$ cat src/rtl/hybrid_noc_router_output_if.sv
// Link bundle of the hybrid NoC router output port.
// Carries BE requests from every input, the TDM bypass and the outgoing link.
interface hybrid_noc_router_output_if #(
   parameter int FLIT_WIDTH = 32,
   parameter int PORTS      = 5
);
   logic [PORTS*FLIT_WIDTH-1:0] in_flit;
   logic [PORTS-1:0]            in_valid;
   logic [PORTS-1:0]            in_last;
   logic [PORTS-1:0]            in_ready;
   logic [FLIT_WIDTH-1:0]       tdm_flit;
   logic                        tdm_valid;
   logic [FLIT_WIDTH-1:0]       out_flit;
   logic                        out_valid;
   logic                        out_last;
   logic                        out_tdm;
   logic                        out_ready;

   modport master (
      output in_flit, in_valid, in_last,
      output tdm_flit, tdm_valid, out_ready,
      input  in_ready, out_flit, out_valid,
      input  out_last, out_tdm
   );

   modport slave (
      input  in_flit, in_valid, in_last,
      input  tdm_flit, tdm_valid, out_ready,
      output in_ready, out_flit, out_valid,
      output out_last, out_tdm
   );
endinterface

$ cat src/rtl/hybrid_noc_router_output.sv
// Hybrid NoC router output port: wormhole round-robin BE arbiter,
// 2-entry BE FIFO and a link mux that gives TDM beats priority.
module hybrid_noc_router_output #(
   parameter int FLIT_WIDTH = 32,
   parameter int PORTS      = 5
) (
   input logic                       clk,
   input logic                       rst,
   hybrid_noc_router_output_if.slave bus
);
   localparam int SW = (PORTS > 1) ? $clog2(PORTS) : 1;

   typedef enum logic {
      S_IDLE,
      S_LOCKED
   } state_t;

   state_t                r_state;
   state_t                w_state_nxt;
   logic [SW-1:0]         r_sel;
   logic [SW-1:0]         w_sel_nxt;
   logic [SW-1:0]         r_rr_ptr;
   logic [SW-1:0]         w_rr_nxt;
   logic [SW-1:0]         w_pick;
   logic [SW-1:0]         w_sel_inc;
   logic                  w_any_req;
   logic [FLIT_WIDTH-1:0] r_mem_flit [2];
   logic [1:0]            r_mem_last;
   logic                  r_wr_ptr;
   logic                  r_rd_ptr;
   logic [1:0]            r_count;
   logic                  w_not_full;
   logic                  w_sel_valid;
   logic                  w_sel_last;
   logic [FLIT_WIDTH-1:0] w_sel_flit;
   logic                  w_push;
   logic                  w_pop;
   logic                  w_be_valid;

   // first requester at or after rr_ptr, wrapping modulo PORTS
   always_comb begin
      w_pick    = r_rr_ptr;
      w_any_req = 1'b0;
      for (int i = PORTS - 1; i >= 0; i--) begin
         int idx;
         idx = (int'(r_rr_ptr) + i) % PORTS;
         if (bus.in_valid[idx]) begin
            w_pick    = SW'(idx);
            w_any_req = 1'b1;
         end
      end
   end

   assign w_sel_inc   = (r_sel == SW'(PORTS - 1)) ? '0 : r_sel + 1'b1;
   assign w_sel_valid = bus.in_valid[r_sel];
   assign w_sel_last  = bus.in_last[r_sel];
   assign w_sel_flit  = bus.in_flit[r_sel*FLIT_WIDTH +: FLIT_WIDTH];
   assign w_not_full  = (r_count != 2'd2);
   assign w_push      = (r_state == S_LOCKED) && w_sel_valid && w_not_full;
   assign w_be_valid  = (r_count != 2'd0);
   assign w_pop       = !bus.tdm_valid && w_be_valid && bus.out_ready;

   // only the locked input sees ready, and only while the FIFO has room
   always_comb begin
      bus.in_ready = '0;
      if ((r_state == S_LOCKED) && w_not_full) begin
         bus.in_ready[r_sel] = 1'b1;
      end
   end

   // arbiter next state: lock on a request, release on the pushed tail
   always_comb begin
      w_state_nxt = r_state;
      w_sel_nxt   = r_sel;
      w_rr_nxt    = r_rr_ptr;
      unique case (r_state)
         S_IDLE: begin
            if (w_any_req) begin
               w_state_nxt = S_LOCKED;
               w_sel_nxt   = w_pick;
            end
         end
         S_LOCKED: begin
            if (w_push && w_sel_last) begin
               w_state_nxt = S_IDLE;
               w_rr_nxt    = w_sel_inc;
            end
         end
         default: w_state_nxt = S_IDLE;
      endcase
   end

   // arbiter state registers
   always_ff @(posedge clk or negedge rst) begin
      if (!rst) begin
         r_state  <= S_IDLE;
         r_sel    <= '0;
         r_rr_ptr <= '0;
      end else begin
         r_state  <= w_state_nxt;
         r_sel    <= w_sel_nxt;
         r_rr_ptr <= w_rr_nxt;
      end
   end

   // 2-entry BE FIFO; reset flushes any partial packet
   always_ff @(posedge clk or negedge rst) begin
      if (!rst) begin
         r_mem_flit[0] <= '0;
         r_mem_flit[1] <= '0;
         r_mem_last    <= '0;
         r_wr_ptr      <= 1'b0;
         r_rd_ptr      <= 1'b0;
         r_count       <= 2'd0;
      end else begin
         if (w_push) begin
            r_mem_flit[r_wr_ptr] <= w_sel_flit;
            r_mem_last[r_wr_ptr] <= w_sel_last;
            r_wr_ptr             <= ~r_wr_ptr;
         end
         if (w_pop) begin
            r_rd_ptr <= ~r_rd_ptr;
         end
         if (w_push && !w_pop) begin
            r_count <= r_count + 2'd1;
         end else if (!w_push && w_pop) begin
            r_count <= r_count - 2'd1;
         end
      end
   end

   // link mux: TDM beat wins and never pops the FIFO
   always_comb begin
      bus.out_flit  = r_mem_flit[r_rd_ptr];
      bus.out_valid = w_be_valid;
      bus.out_last  = w_be_valid && r_mem_last[r_rd_ptr];
      bus.out_tdm   = 1'b0;
      if (bus.tdm_valid) begin
         bus.out_flit  = bus.tdm_flit;
         bus.out_valid = 1'b1;
         bus.out_last  = 1'b0;
         bus.out_tdm   = 1'b1;
      end
   end
endmodule

$ cat src/flat_wrapper.sv
// flat-port wrapper written by rule: the top's interface ports become plain ports
module hybrid_noc_router_output_flat 
#(
   parameter int FLIT_WIDTH = 32,
   parameter int PORTS      = 5
)
  (clk, rst, bus_in_flit, bus_in_valid, bus_in_last, bus_tdm_flit, bus_tdm_valid, bus_out_ready, bus_in_ready, bus_out_flit, bus_out_valid, bus_out_last, bus_out_tdm);
  hybrid_noc_router_output_if #(.FLIT_WIDTH(FLIT_WIDTH), .PORTS(PORTS)) bus_i ();
  input logic clk;
  input logic rst;
  input wire logic [$bits(bus_i.in_flit)-1:0] bus_in_flit;
  input wire logic [$bits(bus_i.in_valid)-1:0] bus_in_valid;
  input wire logic [$bits(bus_i.in_last)-1:0] bus_in_last;
  input wire logic [$bits(bus_i.tdm_flit)-1:0] bus_tdm_flit;
  input wire logic [$bits(bus_i.tdm_valid)-1:0] bus_tdm_valid;
  input wire logic [$bits(bus_i.out_ready)-1:0] bus_out_ready;
  output wire logic [$bits(bus_i.in_ready)-1:0] bus_in_ready;
  output wire logic [$bits(bus_i.out_flit)-1:0] bus_out_flit;
  output wire logic [$bits(bus_i.out_valid)-1:0] bus_out_valid;
  output wire logic [$bits(bus_i.out_last)-1:0] bus_out_last;
  output wire logic [$bits(bus_i.out_tdm)-1:0] bus_out_tdm;
  assign bus_i.in_flit = bus_in_flit;
  assign bus_i.in_valid = bus_in_valid;
  assign bus_i.in_last = bus_in_last;
  assign bus_i.tdm_flit = bus_tdm_flit;
  assign bus_i.tdm_valid = bus_tdm_valid;
  assign bus_i.out_ready = bus_out_ready;
  assign bus_in_ready = bus_i.in_ready;
  assign bus_out_flit = bus_i.out_flit;
  assign bus_out_valid = bus_i.out_valid;
  assign bus_out_last = bus_i.out_last;
  assign bus_out_tdm = bus_i.out_tdm;
  hybrid_noc_router_output #(.FLIT_WIDTH(FLIT_WIDTH), .PORTS(PORTS)) u_core (.clk(clk), .rst(rst), .bus(bus_i));
endmodule
$ cat config.mk
export PLATFORM = sky130hd
export DESIGN_NAME = hybrid_noc_router_output_flat
export DESIGN_NICKNAME = d
export VERILOG_FILES = /design/src/rtl/hybrid_noc_router_output_if.sv /design/src/rtl/hybrid_noc_router_output.sv /design/src/flat_wrapper.sv
export SDC_FILE = /design/constraint.sdc
export NUM_CORES = 1
export LEC_CHECK = 0
export CORE_MARGIN = 3
export CORE_UTILIZATION = 46
export DETAILED_ROUTE_END_ITERATION = 6
export GPL_TIMING_DRIVEN = 1
export HOLD_SLACK_MARGIN = 0.15
export PLACE_DENSITY = 0.89
export REMOVE_ABC_BUFFERS = 1
export SLEW_MARGIN = 20
export SYNTH_ARGS = -nofsm -noshare
export SYNTH_HDL_FRONTEND = slang
export SYNTH_SLANG_ARGS = --single-unit
export TNS_END_PERCENT = 50
$ cat constraint.sdc
create_clock -name clk -period 5.8 [get_ports clk]
set_clock_uncertainty 0.2 [all_clocks]
set_input_delay 0.87 -clock clk [delete_from_list [all_inputs] [get_ports clk]]
set_output_delay 0.87 -clock clk [all_outputs]
set_load 0.01 [all_outputs]
==> out/summary.txt <==
Vias per cell = 5.823
I/O pin cnt = 246
Max cap viols = 0
Clk slew on worst S/H paths = 0.06 ns
Post-CTS setup buffers = 0
HP Class = reg2reg
Hold Path Origin = u_core.r_mem_flit[54]$_DFFE_PN0P_
Layout cells sized above 1 = 7.085%
First-pass GRT wire length = 35.11 mm
Slew Viols, Final = 0
Core Area = 0.01356 sq mm
Vias in the first global route = 6625
Die width = 125.4 microns
Initial cell density of the core = 48.33%
FP Rows = 42
EDFF count, synth = 0
Num CTS Buffers = 9
CTS H-tree lvls = 3
CTS root buffer = clkbuf_16
DRC viols = 0
Num Clock Sinks = 77
FFs w/ async S/R, synth = 100.0%
GRT Overall Usage = 26.98%
Antenna-violating nets left = 0
Worst-Skew Late Latency = 0.32 ns
Final period utilization = 78.85%
Largest net degree at the start of global routing = 78
Port-buffer cells = 245
Initial antenna violation count = 0
DRT iter0 DRCs = 579
DP Wirelength = 16.75 mm
GP Congestion = 0.9038
Fmax achieved = 218.6 MHz
Ant diodes = 0
Final setup vio count = 0
FF-to-FF Start = u_core.r_rr_ptr[0]$_DFFE_PN0P_
CTS tree = done
Result of the run = finished, final reports clean
CP most frequent cell = ha_1
R2R depth = 15
Top delay family on crit path = compound AO/OA/AOI/OAI gates
Nets = 1213
Crit path DAT = 4.58 ns
TNS Setup = 0 ns
Cells after Synth = 781
Rel. slew slack = 29.11%
Die area = 0.01571 sq mm
Resized cells post-CTS = 0
FF-to-FF End = u_core.r_sel[0]$_DFFE_PN0P_
Final WL = 22.34 mm
Worst Hold Endpoint = u_core.r_mem_flit[54]$_DFFE_PN0P_
Max VDD drop = 0.2704 mV
Cell Chain, Critical Path = inv_2 > ha_1 > inv_1 > ha_1 > nand2b_1 > ha_1 > nor3b_1 > mux2i_1 > a21oi_1 > mux2i_1 > o2111ai_1 > nand2_1 > o221ai_1 > a311oi_1 > o31ai_1
Worst-Margin Slew = 1.060 ns
Drt wl/cell = 19.20 microns
Final WS setup = 1.226 ns
Required @ worst endpoint = 5.81 ns
Reg-to-reg slack, setup = 1.23 ns
GR Overflow Total = 0
Clock Path Buffers = 2
Synth Register Bits = 77
Drt first pass iters = 5
Critical path class = reg2reg
Syn Std Cell Area = 0.006553 sq mm
DR vias = 6778
Top FF cell, synth = dfrtp_1
Yosys Warn Count = 0
Startpoint class of the critical path = register
Bufs and invs on worst path = 2
Max FO, Critical Path = 14
Critical-path top delay cell = dfrtp_1
Most frequent cells in the layout = clkdlybuf4s50_1, nand2_1, o21ai_0
RSZ-0062 raised after global routing = no
Fin crit period = 4.574 ns
Worst hold path depth = 2
Synth Area per Inst = 8.390 sq um
Fin. Hold Viols = 0
Sequential share of the synthesized area = 29.41%
Pwr Density = 555.7 mW/mm^2
Commonest non-fill, non-tap cell in the layout = clkdlybuf4s50_1
Largest stage delay, worst path = 0.55 ns
Die Ht = 125.4 microns
CP Capture Type = register
Final core occ = 68.56%
Worst slack at placement = 1.317 ns
Synth cell types = 74
Leakage = 3.741 nW
Post-Place Cells = 1148
# hold bufs at CTS = 0
Layout Cells excl Fill = 1164
Area Growth Syn to Fin = 41.86%
cells in the mapped netlist (15+ instances only):
library cell | number | area, sq um
a22oi_1 | 19 | 142.6
nor2b_1 | 26 | 162.7
a21oi_1 | 51 | 255.2
o21ai_0 | 111 | 555.5
dfrtp_1 | 77 | 1927
mux4_2 | 18 | 405.4
o22a_1 | 17 | 148.9
mux2i_1 | 62 | 620.6
clkbuf_1 | 41 | 153.9
nor2_1 | 40 | 150.1
inv_1 | 15 | 56.30
ha_1 | 24 | 300.3
nand2_1 | 122 | 457.9
routing by layer:
layer | track usage [%] | vias to the layer above | wire (microns)
met5 | 0 | - | 0
met3 | 3.881 | 45 | 1310
li1 | - | 3246 | -
met1 | 34.91 | 3213 | 9228
met2 | 46.88 | 274 | 11230
met4 | 8.291 | 0 | 571
power by group:
part           internal, mW  leakage [nW]  switching (mW)
clock network         0.289         0.129           0.227
logic                  1.60          2.63            2.05
registers             0.742         0.988           0.254
logic make-up after synthesis:
family          synth area share (%)
simple gates                   17.72
buf+inv                        4.736
compound gates                 25.34
xor+xnor                       1.871
fa+ha+maj                      4.583
mux                            16.35
flops                          29.41
layout make-up:
cell class	count	area, sq um
clock buffers	10	229.0
clock inverters	6	38.79
fillers	1097	4263
inverters	18	67.56
multi-input cells	627	4324
flip-flops and latches	77	1931
well taps	176	220.2
repair buffers	250	2485
through the flow:
stage | hold WS (ns) | instance area (sq um) | total power [mW]
2_1_floorplan | 0.2492 | 6310 | 3.562
3_3_place_gp | 0.2603 | 9020 | 4.514
3_5_place_dp | 0.2701 | 9020 | 4.595
4_1_cts | 0.2833 | 9288 | 5.135
5_1_grt | 0.2980 | 9295 | 5.574
6_report | 0.2797 | 9295 | 5.165
worst max path at each step:
stage	end	cells past startpoint	from	slack [ns]
floorplan	u_core.r_sel[0]$_DFFE_PN0P_	15	u_core.r_rr_ptr[0]$_DFFE_PN0P_	1.51
global placement	u_core.r_sel[0]$_DFFE_PN0P_	15	u_core.r_rr_ptr[0]$_DFFE_PN0P_	1.42
detailed placement	u_core.r_sel[0]$_DFFE_PN0P_	15	u_core.r_rr_ptr[0]$_DFFE_PN0P_	1.32
CTS	u_core.r_sel[0]$_DFFE_PN0P_	15	u_core.r_rr_ptr[0]$_DFFE_PN0P_	1.27
global route	u_core.r_sel[0]$_DFFE_PN0P_	16	u_core.r_rr_ptr[0]$_DFFE_PN0P_	0.98
finish	u_core.r_sel[0]$_DFFE_PN0P_	15	u_core.r_rr_ptr[0]$_DFFE_PN0P_	1.23
worst reg2reg max path, cell delays in order (launching register included):
cell	delay [ns]
dfrtp_1	0.55
inv_2	0.35
ha_1	0.31
inv_1	0.07
ha_1	0.40
nand2b_1	0.20
ha_1	0.30
nor3b_1	0.31
mux2i_1	0.13
a21oi_1	0.32
mux2i_1	0.12
o2111ai_1	0.29
nand2_1	0.22
o221ai_1	0.28
a311oi_1	0.12
o31ai_1	0.30
state kept, by name, indices dropped and copies added, names as in the netlist:
signal / cells
u_core.r_state: 1
u_core.r_mem_flit: 64
u_core.r_rd_ptr: 1
u_core.r_mem_last: 2
u_core.r_count: 2
u_core.r_rr_ptr: 3
u_core.r_wr_ptr: 1
u_core.r_sel: 3
No activity file was read; power rests on OpenSTA's default activity.
